$ cat config.mk
export PLATFORM = sky130hd
export DESIGN_NAME = usrt_tx_feeder
export DESIGN_NICKNAME = d
export VERILOG_FILES = /design/src/rtl/usrt_tx_feeder.sv
export SDC_FILE = /design/constraint.sdc
export NUM_CORES = 1
export LEC_CHECK = 0
export CAP_MARGIN = 15
export CORE_ASPECT_RATIO = 0.9
export CORE_MARGIN = 2
export CORE_UTILIZATION = 55
export DETAILED_ROUTE_END_ITERATION = 10
export GPL_TIMING_DRIVEN = 0
export HOLD_SLACK_MARGIN = 0.15
export PLACE_DENSITY = 0.77
export SLEW_MARGIN = 25
export SYNTH_ARGS = -nofsm -noshare
export SYNTH_HDL_FRONTEND = slang
export SYNTH_SLANG_ARGS = --single-unit
$ cat constraint.sdc
create_clock -name CLOCK -period 2.9 [get_ports CLOCK]
set_input_delay 0.29 -clock CLOCK [delete_from_list [all_inputs] [get_ports CLOCK]]
set_output_delay 0.29 -clock CLOCK [all_outputs]
set_load 0.02 [all_outputs]
$ cat src/rtl/usrt_tx_feeder.sv
// rtl/usrt_tx_feeder.sv - byte FIFO draining into a buffered USRT via LOAD/SEND/NINTO handshake
//
// Purpose: accepts host bytes into a DEPTH-entry circular FIFO and hands them one at a
// time to the USRT transmit buffer: one-cycle LOAD (with Tx_Data_In), one-cycle SEND,
// then waits for NINTO to pulse low and return high before the next byte.
//
// Ports:
//   CLOCK        in   system clock, rising edge
//   RESET        in   asynchronous active-low reset
//   wr_en        in   host write strobe, one byte per cycle (dropped while full)
//   wr_data      in   host byte
//   full         out  FIFO holds DEPTH bytes
//   empty        out  FIFO holds no bytes
//   count        out  FIFO occupancy 0..DEPTH
//   busy         out  a byte is being handed to / transmitted by the USRT
//   LOAD         out  one-cycle strobe, Tx_Data_In valid
//   SEND         out  one-cycle strobe, start transmission
//   Tx_Data_In   out  byte presented to the USRT, held until the next LOAD
//   NINTO        in   active-low transmit-complete from the USRT
//   tx_err       out  sticky transmitter-stall flag
//
// Build option: USRT_TX_FEEDER_TIMEOUT_EN enables the WAIT_DONE watchdog (TIMEOUT cycles)
// that sets tx_err and abandons the byte; without it tx_err is 0 and the wait is unbounded.

module usrt_tx_feeder #(
  parameter int DEPTH   = 8,
  parameter int AW      = 3,
  parameter int TIMEOUT = 1023
) (
  input  logic          CLOCK,
  input  logic          RESET,
  input  logic          wr_en,
  input  logic [7:0]    wr_data,
  output logic          full,
  output logic          empty,
  output logic [AW:0]   count,
  output logic          busy,
  output logic          LOAD,
  output logic          SEND,
  output logic [7:0]    Tx_Data_In,
  input  logic          NINTO,
  output logic          tx_err
);

  typedef enum logic [2:0] {
    IDLE      = 3'd0,
    LOAD_ST   = 3'd1,
    SEND_ST   = 3'd2,
    WAIT_DONE = 3'd3,
    RELEASE   = 3'd4
  } state_t;

  state_t        state_q, state_d;
  logic [7:0]    mem_q [DEPTH];
  logic [AW-1:0] wptr_q, rptr_q;
  logic [AW:0]   count_q;
  logic [7:0]    tx_data_q;
  logic          push, pop, timeout_hit;

  assign full  = (count_q == (AW+1)'(DEPTH));
  assign empty = (count_q == '0);
  assign count = count_q;

  // full is taken from the registered count, so a write is dropped even if a pop
  // frees a slot on the same edge.
  assign push = wr_en && !full;
  // The pop coincides with the IDLE -> LOAD_ST transition so the head byte and LOAD
  // appear together.
  assign pop  = (state_q == IDLE) && !empty;

  // Pointers wrap naturally because DEPTH == 2**AW.
  always_ff @(posedge CLOCK or negedge RESET) begin
    if (!RESET) begin
      wptr_q  <= '0;
      rptr_q  <= '0;
      count_q <= '0;
    end else begin
      if (push) wptr_q <= wptr_q + 1'b1;
      if (pop)  rptr_q <= rptr_q + 1'b1;
      case ({push, pop})
        2'b10:   count_q <= count_q + 1'b1;
        2'b01:   count_q <= count_q - 1'b1;
        default: count_q <= count_q;
      endcase
    end
  end

  always_ff @(posedge CLOCK) begin
    if (push) mem_q[wptr_q] <= wr_data;
  end

  always_ff @(posedge CLOCK or negedge RESET) begin
    if (!RESET) begin
      tx_data_q <= 8'h00;
    end else if (pop) begin
      tx_data_q <= mem_q[rptr_q];
    end
  end

  // State register
  always_ff @(posedge CLOCK or negedge RESET) begin
    if (!RESET) state_q <= IDLE;
    else        state_q <= state_d;
  end

  // Next-state logic. RELEASE waits for NINTO to go back high so a held-low
  // completion is only ever counted once.
  always_comb begin
    state_d = state_q;
    case (state_q)
      IDLE:      if (!empty) state_d = LOAD_ST;
      LOAD_ST:   state_d = SEND_ST;
      SEND_ST:   state_d = WAIT_DONE;
      WAIT_DONE: begin
        if (!NINTO)           state_d = RELEASE;
        else if (timeout_hit) state_d = IDLE;
      end
      RELEASE:   if (NINTO) state_d = IDLE;
      default:   state_d = IDLE;
    endcase
  end

  // Outputs decode the state register directly, so LOAD/SEND are glitch-free and,
  // since each state lasts one cycle, never high on consecutive cycles.
  always_comb begin
    LOAD       = (state_q == LOAD_ST);
    SEND       = (state_q == SEND_ST);
    busy       = (state_q != IDLE);
    Tx_Data_In = tx_data_q;
  end

`ifdef USRT_TX_FEEDER_TIMEOUT_EN
  localparam int CW = $clog2(TIMEOUT + 1);

  logic [CW-1:0] to_cnt_q, to_cnt_d;
  logic          tx_err_q, tx_err_d;

  // Counter is held at 0 outside WAIT_DONE, so it starts from 0 on entry and the
  // error fires on the edge after it has counted TIMEOUT cycles.
  assign timeout_hit = (state_q == WAIT_DONE) && NINTO && (to_cnt_q == CW'(TIMEOUT));

  always_comb begin
    to_cnt_d = to_cnt_q;
    tx_err_d = tx_err_q | timeout_hit;
    if (state_q != WAIT_DONE)            to_cnt_d = '0;
    else if (to_cnt_q != CW'(TIMEOUT))   to_cnt_d = to_cnt_q + 1'b1;
  end

  always_ff @(posedge CLOCK or negedge RESET) begin
    if (!RESET) begin
      to_cnt_q <= '0;
      tx_err_q <= 1'b0;
    end else begin
      to_cnt_q <= to_cnt_d;
      tx_err_q <= tx_err_d;
    end
  end

  assign tx_err = tx_err_q;
`else
  assign timeout_hit = 1'b0;
  assign tx_err      = 1'b0;
`endif

endmodule

### After elaboration in Yosys (flattened, before gate mapping)

Memories as Yosys holds them, arrays and structs flattened. A register that Yosys moved wholly into a read port is not among the register bits.
Cells that the tools add are included.
Widths: inputs -> output; s select.

| cells by class | value |
|---|---|
| add/subtract/negate cells | 4 |
| equal/unequal tests | 10 |
| mux-type cells | 7 |
| reduce and logical (&&, ||, !) cells | 10 |

Operators by type and width:

| cell | count |
|---|---|
| $pmux 3 s5 | 1 |
| $mux 3 | 3 |
| $pmux 4 s2 | 1 |
| $add 3x1->3 const B | 2 |
| $eq 3x2->1 const B | 2 |
| $ne 2x2->1 const B | 3 |
| $add 4x1->4 const B | 1 |
| $eq 4x4->1 const B | 1 |
| $logic_not 4->1 | 1 |
| $sub 4x1->4 const B | 1 |
| $eq 3x1->1 const B | 1 |
| $eq 3x3->1 const B | 1 |
| $logic_not 1->1 | 3 |
| $logic_not 3->1 | 1 |
| $reduce_and 3->1 | 1 |
| $reduce_bool 3->1 | 1 |
| $eq 2x1->1 const B | 1 |
| $eq 2x2->1 const B | 1 |
| $logic_and 1x1->1 | 2 |
| $mux 1 | 2 |
| $reduce_bool 2->1 | 1 |

| word-level totals | value |
|---|---|
| register bits | 13 |
| RAM bits | 64 |
| bits of input ports | 12 |
| output and inout port bits | 18 |
| word-level logic and storage cells | 36 |
| memories kept | 1 |

Memory list:

| memory | depth | bits a word | read ports | clocked after Yosys merged registers in | wr ports | line | source |
|---|---|---|---|---|---|---|---|
| mem_q | 8 | 8 | 1 | 1 | 1 | 54 | `logic [7:0] mem_q [DEPTH];` |

### Longest topological paths before layout

| logic depth | value |
|---|---|
| depth in word-level cells | 5 |
| depth in mapped cells | 12 |
| depth with buffers taken out | 10 |

### Worst setup path after synthesis

Ideal clock, no wire load.

| timing path | value |
|---|---|
| path kind | reg-to-reg |
| start point | register count_q[1], in the netlist count[1] |
| end point | register count_q[2], in the netlist count[2] |
| library setup time | 0.136 ns |
| arrival time | 2.585 ns |
| required time | 2.764 ns |
| setup slack | 0.179 ns |
| cell stages (with the launch flop) | 13 |
| path buffers | 2 |
| clock period less this slack | 2.721 ns |
| path through | dfrtp_1 > clkbuf_1 > nor4_2 > or2_1 > buf_6 > inv_2 > ha_1 > xor2_1 > ha_1 > a21oi_1 > xor2_1 > nor2_1 > xor2_1 |

| on the way | value |
|---|---|
| cells in the longest elaborated chain, start to end | 5 |
| elaborated cells on any way between the ends | 12 |
| classes of those cells | 2 x add/sub; 3 x eq/ne; 1 x mux; 6 x reduce/logical |

RTL lines:

| element | line | source |
|---|---|---|
| start: declaration | 56 | `logic [AW:0] count_q;` |
| start signal: assignment | 81 | `2'b10: count_q <= count_q + 1'b1;` |
| start signal: assignment | 82 | `2'b01: count_q <= count_q - 1'b1;` |
| start signal: assignment | 83 | `default: count_q <= count_q;` |
| $logic_not 4->1 (*) | 61 | `assign empty = (count_q == '0);` |
| via empty | 35 | `output logic empty,` |
| $logic_not 1->1 (*) | - |  |
| $logic_and 1x1->1 (*) | 69 | `assign pop = (state_q == IDLE) && !empty;` |
| via pop | 58 | `logic push, pop, timeout_hit;` |
| $eq 2x1->1 or $eq 2x2->1 (tied branches) | 80 | `case ({push, pop})` |
| $pmux 4 s2 or $reduce_bool 2->1 (tied branches) | - |  |

The timed path passes the listed nets; every way through them passes the cells marked *.
A chain may end at the register's enable or synchronous reset.

### Final worst setup path

| timing path | value |
|---|---|
| start point | register count_q[1], in the netlist count[1] |
| end point | register count_q[2], in the netlist count[2] |

| on the way | value |
|---|---|
| cells in the longest elaborated chain, start to end | 5 |
| elaborated cells on any way between the ends | 12 |
| classes of those cells | 2 x add/sub; 3 x eq/ne; 1 x mux; 6 x reduce/logical |

RTL lines:

| element | line |
|---|---|
| $eq 4x4->1 or $logic_not 4->1 (tied branches) | 60, 61 |
| $logic_not 1->1, on equally long branches | - |
| $logic_and 1x1->1, on equally long branches | 66, 69 |
| $eq 2x1->1 or $eq 2x2->1 (tied branches) | 80 |
| $pmux 4 s2 or $reduce_bool 2->1 (tied branches) | - |

Several ways; a longest one is shown, not always the timed one.

==> metrics.cfg <==
[power]
p_per_area_nw_per_um2=1020
power_leakage_nw=1.46
peakVddDrop_mv=0.487
power.total_w=0.00410

[layout]
final_common_cell=edfxtp_1
final_layout_size_suffix_gt1_frac=0.179
nets=258
final_util=0.662
syn_to_final_growth_pct=17.2
seq_area_sq_um=2450
multi_input_area_sq_um=925
nFillCells=429
diodes=0
final_cell_mix=64 x edfxtp_1, 27 x clkdlybuf4s50_1, 21 x dfrtp_1, 21 x nand2_1, 16 x mux4_2

[placed_design]
dp_hpwl_mm=3.92
place_congestion=0.725
portBuffers=28

[timing]
worstMarginPinSlew_ps=847
finalSetupViolations=0
rsz0062_at_grt=false
slew_viol_final=0
max_slew_margin=0.432
fin_crit_ps=2540
setup_tns_ps=0
timing.fmax_ghz=0.393
skew_ps=12.0
hold_viol_final=0
fin_crit_sh=0.877

[synthesis]
synth_ff_type=edfxtp_1
ys_ff_latch=85
async_flop_share=0.247
syn-instance-count=201
yosys_warnings=0
syn-mean-instance-area_sq_um=17.1
syn-num-nets=218
synth_area_sq_um=3430
synth_cell_types=31
yosysSeqAreaShare=0.713
synth_edf_count=64

[setup_path]
worstPathMaxFanout=8
rr_worst_depth=11
critPathLaunchType=flip-flop
crit_path_end_kind=flip-flop
path_class=flip-flop to flip-flop
cp_data_arrival_time_ps=2790
required_ps=3140

[grt]
first_global_vias=1846
groute.usage.overall=0.193
grt_overflow=0
grt_pass1_wl_mm=9.49
antenna_found_initial=0
grt_start_max_net_pins=22

[floorplanning]
ios=30
start_util=0.565
die_w_microns=87.3
coreArea_sq_um=6080
rows=27
dieArea_sq_um=6890
die_h_microns=79.0

[detailed_routing]
wl_per_cell_microns=18.6
routed-via-count=1788
drt_iter0_drc=104
ant_nets=0
dr.pass1.iters=5
drc_errors=0
routed_wl_mm=5.90
viasPerCell=5.62

[clocking]
holdBufCountCts=0
root_buffer=clkbuf_8
cts_resized=0
clkSinkCount=85
clockBufferDepth=2
cts_setup_buffers=0
cts_tree=built
clk_transition_reported_paths_ps=90
htreeDepth=3
clk_latency_ps=350
cts_inserted_buffers=9

[job]
maxCapViolCount=0

[run_status]
status=complete, no violations

[worst_hold_path]
hp-class=input port to asynchronous set/reset pin

==> sequential cells by signal, summed over array words and instances, names as in the netlist <==
| register | count |
|---|---|
| Tx_Data_In | 8 |
| count | 4 |
| mem_q | 64 |
| rptr_q | 3 |
| state_q | 3 |
| wptr_q | 3 |
==> through the flow <==
step	hold WS (ps)	cells	setup slack [ps]	instance area, sq um
finish	422	318	357	4020
global route	474	318	61.7	4020
CTS	475	317	347	4020
detailed placement	476	301	337	3810
global placement	467	301	85.6	3800
floorplan	-5.59	201	179	3430
==> path summary, 6_finish.rpt <==
check,start,to,slack [ps]
worst max register to register,count[1],count[2],360
worst min-delay path,RESET,count[3],420
worst min register to register,Tx_Data_In[3],Tx_Data_In[3],490
max in group asynchronous,RESET,wptr_q[2],2160
worst max-delay path,count[1],count[2],360
min in group CLOCK,Tx_Data_In[3],Tx_Data_In[3],490
==> layer usage <==
metal,share of wire,track usage,vias to the layer above
met5,0,0,-
met4,0.0056,0.0508,0
met3,0.059,0.0572,7
met2,0.51,0.324,57
met1,0.43,0.246,885
li1,-,-,839
==> synth_stat cells (2+ instances only) <==
| library cell | number | area, sq um |
|---|---|---|
| mux4_2 | 16 | 360 |
| ha_1 | 5 | 62.6 |
| nand2b_1 | 3 | 18.8 |
| clkbuf_1 | 2 | 7.51 |
| nor3_1 | 5 | 25.0 |
| xnor2_1 | 4 | 35.0 |
| buf_4 | 3 | 22.5 |
| a21oi_1 | 5 | 25.0 |
| xor2_1 | 4 | 35.0 |
| nor4bb_1 | 2 | 20.0 |
| buf_6 | 2 | 22.5 |
| mux2i_1 | 9 | 90.1 |
| inv_1 | 2 | 7.51 |
| edfxtp_1 | 64 | 1920 |
| o21ai_1 | 2 | 10.0 |
| nand2_1 | 21 | 78.8 |
| o21ai_0 | 7 | 35.0 |
| nor2_1 | 12 | 45.0 |
| dfrtp_1 | 21 | 526 |
==> kinds of logic (layout without fill, tap and decap cells) <==
logic type,after synthesis,in the layout,share of synthesized area
other,1,1,0.00109
and+or+nand+nor,49,49,0.0696
muxes,26,26,0.134
xor gates and xnor gates,8,8,0.0204
adders and majority gates,5,5,0.0182
DFF,85,85,0.713
buffers and inverters,12,57,0.0211
AOI/OAI and AO/OA,15,15,0.0226
==> area by class of cell <==
type | instances | share of cell area
multi-input combinational | 104 | 0.230
buffer | 9 | 0.0152
inverter | 3 | 0.00280
clock buffer | 9 | 0.0308
tap | 72 | 0.0224
clock inverter | 7 | 0.0199
sequential | 85 | 0.608
timing repair buffer | 29 | 0.0709
==> critical path, cell delays in order (launching register included) <==
cell and delay [ps]:
dfrtp_1 350, clkbuf_1 290, nor3_1 100, a21boi_1 360
inv_1 170, ha_1 300, xor2_1 180, ha_1 190
a21oi_1 150, xor2_1 160, nor2_1 60, xor2_1 130
==> where the power goes <==
group          switching [W]  internal [W]
Combinational       0.000765      0.000717
Sequential          0.000172       0.00160
Clock               0.000442      0.000412
Total                0.00138       0.00273
Power figures use the tool's default switching activity.
==> variant 1, RTL diff (same flow settings) <==
Re-encode `state_t` (5 states) as one-hot, 5 bits wide.
--- a/src/rtl/usrt_tx_feeder.sv
+++ b/src/rtl/usrt_tx_feeder.sv
@@ -44,8 +44,8 @@
 
-  typedef enum logic [2:0] {
-    IDLE      = 3'd0,
-    LOAD_ST   = 3'd1,
-    SEND_ST   = 3'd2,
-    WAIT_DONE = 3'd3,
-    RELEASE   = 3'd4
+  typedef enum logic [4:0] {
+    IDLE      = 5'b00001,
+    LOAD_ST   = 5'b00010,
+    SEND_ST   = 5'b00100,
+    WAIT_DONE = 5'b01000,
+    RELEASE   = 5'b10000
   } state_t;
Check against the original RTL: same outputs for any inputs over 10 cycles, from zero or initial values and one cycle with RESET low; not proved beyond that.
==> variant 1 against the unedited design <==
  * Cell area grew 6.4%
  * Final cell count grew 11%
  * First-iteration DRC count grew 44%
  * Critical endpoint is now count[3]
  * Worst setup slack lost 0.074 ns
  * Sequential cell count grew 2
  * Routed wire length grew 12%
  * Power grew 9.9%
  * Largest power group unchanged
  * Area after synthesis grew 5.9%
  * Largest cell class unchanged
==> variant 1: results (changes against the unedited design) <==
metric,value,unit,change
flop-to-flop setup slack,0.28,ns,-0.07 ns
post-synthesis sequential area ratio,68.7,%,-2.6 points
reg-to-reg critical path endpoint,count[3],,
mux cell area share after synthesis,13.4,%,-0.027 points
Yosys cell types,38,,+23%
Max H-tree Level,3,,unchanged
All-Layer GR Usage,19.4,%,+0.11 points
Vias/cell,5.57,,-0.95%
detailed placement HPWL,4230,um,+8.0%
CP Max Fanout,8,,unchanged
wire per inst,18.7,um,+1.0%
net count after synthesis,234,,+7.3%
adder-cell share of the synthesized area,2.27,%,+0.45 points
largest net degree at the start of global routing,24,,+9.1%
Area after DPL,4070,um^2,+6.6%
Post-Route WL,6620,um,+12%
clock skew,0.0132,ns,+0.00121 ns
R2R depth,8,,-3
CP startpoint,count[0],,
critical path's slowest cell,dfrtp_1,,
peak supply drop,0.000631,V,+30%
"Setup Fix Bufs, Post-CTS",0,,unchanged
CTS Buffer Depth,2,,unchanged
Slew Limit Headroom,31.6,%,-12 points
status,"finished, final reports clean",,
first-pass GRT wire length,10100,um,+6.3%
Synth async-reset ratio,26.4,%,+1.7 points
vias in the first global route,1946,,+5.4%
Clock Latency Late Sink,0.36,ns,
Crit path max-delay family,compound AO/OA/AOI/OAI gates,,
post-synthesis compound-gate area fraction,3.03,%,+0.77 points
global placement routability congestion,0.739,,+1.9%
layout cells sized above 1,17.9,%,about the same
Leak Pwr,0.00156,uW,+6.7%
Max stage delay on crit path,0.49,ns,+0.13 ns
initial antenna violation count,0,,unchanged
Hold WC Path Type,in -> async,,
Nets,276,,+7.0%
Cells after Synth,216,,+7.5%
Pre-antenna DRT Iters,4,,-1
top post-synthesis cells by area,"edfxtp_1, dfrtp_1, mux4_2",,
Post-Synth XOR/XNOR Area,1.93,%,-0.11 points
IO buf count,28,,unchanged
synth warn,0,,unchanged
number of flops mapped to enable cells by yosys,64,,unchanged
Inst Count DP,336,,+12%
Hold WS,0.447,ns,+0.0250 ns
initial drt markers,150,,+44%
top post-synthesis cells by count,"edfxtp_1, dfrtp_1, nand2_1",,
==> variant 1: cell types whose count changed after synthesis, sizes merged, moves of 3 or more <==
cell and change:
inv +5, nor2 -5, o21ai +4, nand2 -3
==> variant 1: worst register-to-register path: stages (launching register included) <==
cell and delay [ns]:
dfrtp_1 0.49, nor3_2 0.28, a21boi_2 0.14, inv_1 0.23, ha_1 0.36, ha_1 0.29, a21oi_1 0.23, o21ai_0 0.14
o311ai_0 0.34
==> variant 1: repair_timing <==
action,in CTS,in global routing
hold endpoints to repair,22,0
hold buffers,1,0
resized for setup,0,1
endpoints found under the setup margin,0,1
==> variant 1: kinds of logic (layout without fill, tap and decap cells) <==
kind of cell,count (synthesis),in the layout
xor gates and xnor gates,8,8
and+or+nand+nor,50,50
adders and majority gates,6,6
other,1,1
DFF,87,87
buffers and inverters,18,65
AOI/OAI and AO/OA,20,20
muxes,26,26
==> variant 1: how the worst max path moves through the flow <==
stage / end / slack (ns) / depth (start not counted)
after global routing: count[3] / 0.04 / 8
after global placement: mem_q[0][3] / -0.29 / 4
after CTS: count[3] / 0.23 / 8
after floorplan: count[3] / 0.43 / 8
final: count[3] / 0.28 / 8
after detailed placement: count[3] / 0.20 / 8
==> variant 1: power by group <==
part | internal, uW | switching (uW)
Clock | 409 | 455
Combinational | 851 | 941
Sequential | 1640 | 213
Total | 2900 | 1610
==> variant 1: layout make-up <==
type / instances / area [um^2]
Timing Repair Buffer: 31 / 300
Buffer: 10 / 86.3
Inverter: 8 / 30.0
Sequential cell: 87 / 2500
Tap cell: 90 / 113
Clock inverter: 7 / 77.6
Clock buffer: 9 / 124
Fill cell: 436 / 2200
Multi-Input combinational cell: 111 / 1050
==> variant 1: per-layer routing <==
metal | track usage (%) | up-vias | wire [um]
met5 | 0 | - | 0
li1 | - | 908 | -
met3 | 3.71 | 11 | 254
met4 | 8.77 | 0 | 124
met1 | 22.2 | 995 | 2740
met2 | 36.1 | 52 | 3500
==> variant 1: metrics by stage <==
step | TNS [ns] | worst slack, ns | power (uW)
4_1_cts | 0 | 0.227 | 4540
2_1_floorplan | 0 | 0.432 | 3080
5_1_grt | 0 | 0.0402 | 4760
6_report | 0 | 0.283 | 4510
3_3_place_gp | -2.34 | -0.293 | 3580
3_5_place_dp | 0 | 0.202 | 3680
==> variant 2, RTL diff (same settings) <==
Without the edit above. `AW`: 3 -> 4.
--- a/src/rtl/usrt_tx_feeder.sv
+++ b/src/rtl/usrt_tx_feeder.sv
@@ -26,3 +26,3 @@
   parameter int DEPTH   = 8,
-  parameter int AW      = 3,
+  parameter int AW      = 4,
   parameter int TIMEOUT = 1023
Interface: changed (resized count); port bits go from 30 to 31. No check against the original RTL was run, so the function may have changed too.
==> variant 2 against the unedited design <==
  * Fmax is 7.9% lower
  * Area after synthesis is 3.9% higher
  * Routed wire length is 6.0% higher
  * Die area is 3.7% higher
  * Non-clock buffer count is 2 higher
  * Via count is 4.7% higher
  * First-iteration DRC count is 13% lower
  * Worst setup slack worse by 0.22 ns
  * Final cell count is 7.5% higher
  * Worst hold slack better by 0.027 ns
  * Sequential cell count is 1 higher
  * Power is 7.1% higher
  * Cell area is 4.5% higher
  * Global-route usage is 0.88 points higher
  * Critical path type unchanged
==> variant 2: results (changes against the unedited design) <==
metric,value,unit,change
layout cells sized above 1,20.8,%,+2.9 points
Worst R2R Start,count[4],,
top post-synthesis cells by area,"edfxtp_1, dfrtp_1, mux4_2",,
largest net degree at the start of global routing,23,,+4.5%
initial drt markers,91,,-13%
Slew Limit Headroom,37.9,%,-5.3 points
IO buf count,29,,+3.6%
All-Layer GR Usage,20.1,%,+0.88 points
clock skew,0.00793,ns,-0.00404 ns
global placement routability congestion,0.771,,+6.4%
WP data arrival,2.97,ns,+0.18 ns
R2R depth,10,,-1
post-synthesis compound-gate area fraction,3.54,%,+1.3 points
Vias/cell,5.47,,-2.6%
Hold WS,0.449,ns,+0.0270 ns
peak supply drop,0.000567,V,+16%
net count after synthesis,229,,+5.0%
vias in the first global route,1940,,+5.1%
Synth async-reset ratio,25.6,%,+0.88 points
top post-synthesis cells by count,"edfxtp_1, dfrtp_1, mux4_2",,
mux cell area share after synthesis,13.4,%,-0.044 points
Leak Pwr,0.00150,uW,+2.9%
status,"finished, final reports clean",,
Pre-antenna DRT Iters,4,,-1
Nets,270,,+4.7%
CP Max Fanout,10,,+2
==> variant 2: cell types whose count changed in the layout (fill, tap and decap cells not counted), sizes merged, moves of 2 or more <==
cell    before  now
xor2         4    2
mux2         1    3
nor3b        1    3
a21oi        5    3
nor4bb       2    0
o21ai        9   12
nand2       21   15
==> variant 2: stage by stage <==
step                TNS [ns]  cell area (um^2)  std cells  worst slack [ns]  total power (uW)
floorplan                  0              3570        210             0.107              2960
global placement     -0.0659              3970        326           -0.0659              3450
detailed placement    -0.160              3970        326            -0.160              3520
CTS                        0              4200        342           0.00317              4430
global route               0              4210        342           0.00298              4650
finish                     0              4210        342             0.139              4390
==> variant 2: cells by family (layout without fill, tap and decap cells) <==
| family | Yosys count | in the layout |
|---|---|---|
| simple gates | 47 | 47 |
| buf+inv | 15 | 60 |
| fa+ha+maj | 7 | 7 |
| other cells | 1 | 1 |
| mux | 27 | 27 |
| flops | 86 | 86 |
| xor+xnor | 7 | 7 |
| compound gates | 20 | 20 |
==> variant 2: worst max-delay path, cell delays in order, from the launching register on <==
cell and delay (ns):
dfrtp_2 0.45, or4_4 0.57, o21bai_4 0.15, buf_6 0.18, inv_1 0.06, ha_2 0.24, ha_1 0.30, inv_1 0.09
nor4_1 0.31, nand4b_1 0.17, o311ai_1 0.10
==> variant 2: how the worst max path moves through the flow <==
stage                     cells past startpoint  slack [ns]  endpoint     start
after global routing                          9       0.003  count[4]  count[4]
after detailed placement                      9       -0.16  count[4]  count[1]
after global placement                        9       -0.07  count[4]  count[4]
after floorplan                               9        0.11  count[4]  count[1]
after CTS                                     9       0.003  count[4]  count[1]
final                                        10        0.14  count[4]  count[4]
==> variant 2: power by group through the flow <==
stage / combinational (uW) / sequential, uW / clock, uW
6_report: 1690 / 1820 / 884
5_1_grt: 1850 / 1860 / 940
3_3_place_gp: 1630 / 1820 / 0
2_1_floorplan: 1060 / 1900 / 0
3_5_place_dp: 1680 / 1840 / 0
4_1_cts: 1710 / 1810 / 899
==> variant 2: repair_timing <==
item	CTS	global route
setup buffers	0	0
pin swaps	0	1
hold buffers	1	0
endpoints found under the setup margin	1	1
hold endpoints to repair	22	0
resized for setup	3	5
==> variant 2: cell type report <==
cell class / instances / area [um^2] / area share, %
flip-flops and latches: 86 / 2470 / 58.8
multi-input cells: 109 / 1030 / 24.4
repair buffers: 30 / 295 / 7.02
clock buffers: 9 / 124 / 2.94
well taps: 87 / 109 / 2.59
clock inverters: 6 / 86.3 / 2.05
plain buffers: 10 / 72.6 / 1.73
inverters: 5 / 18.8 / 0.446
==> variant 2: routing by layer <==
metal / up-vias / global-route usage, % / wire length, um
li1: 879 / - / -
met1: 922 / 26.6 / 2830
met2: 54 / 31.3 / 2980
met3: 17 / 7.09 / 315
met4: 0 / 6.82 / 125
met5: - / 0 / 0
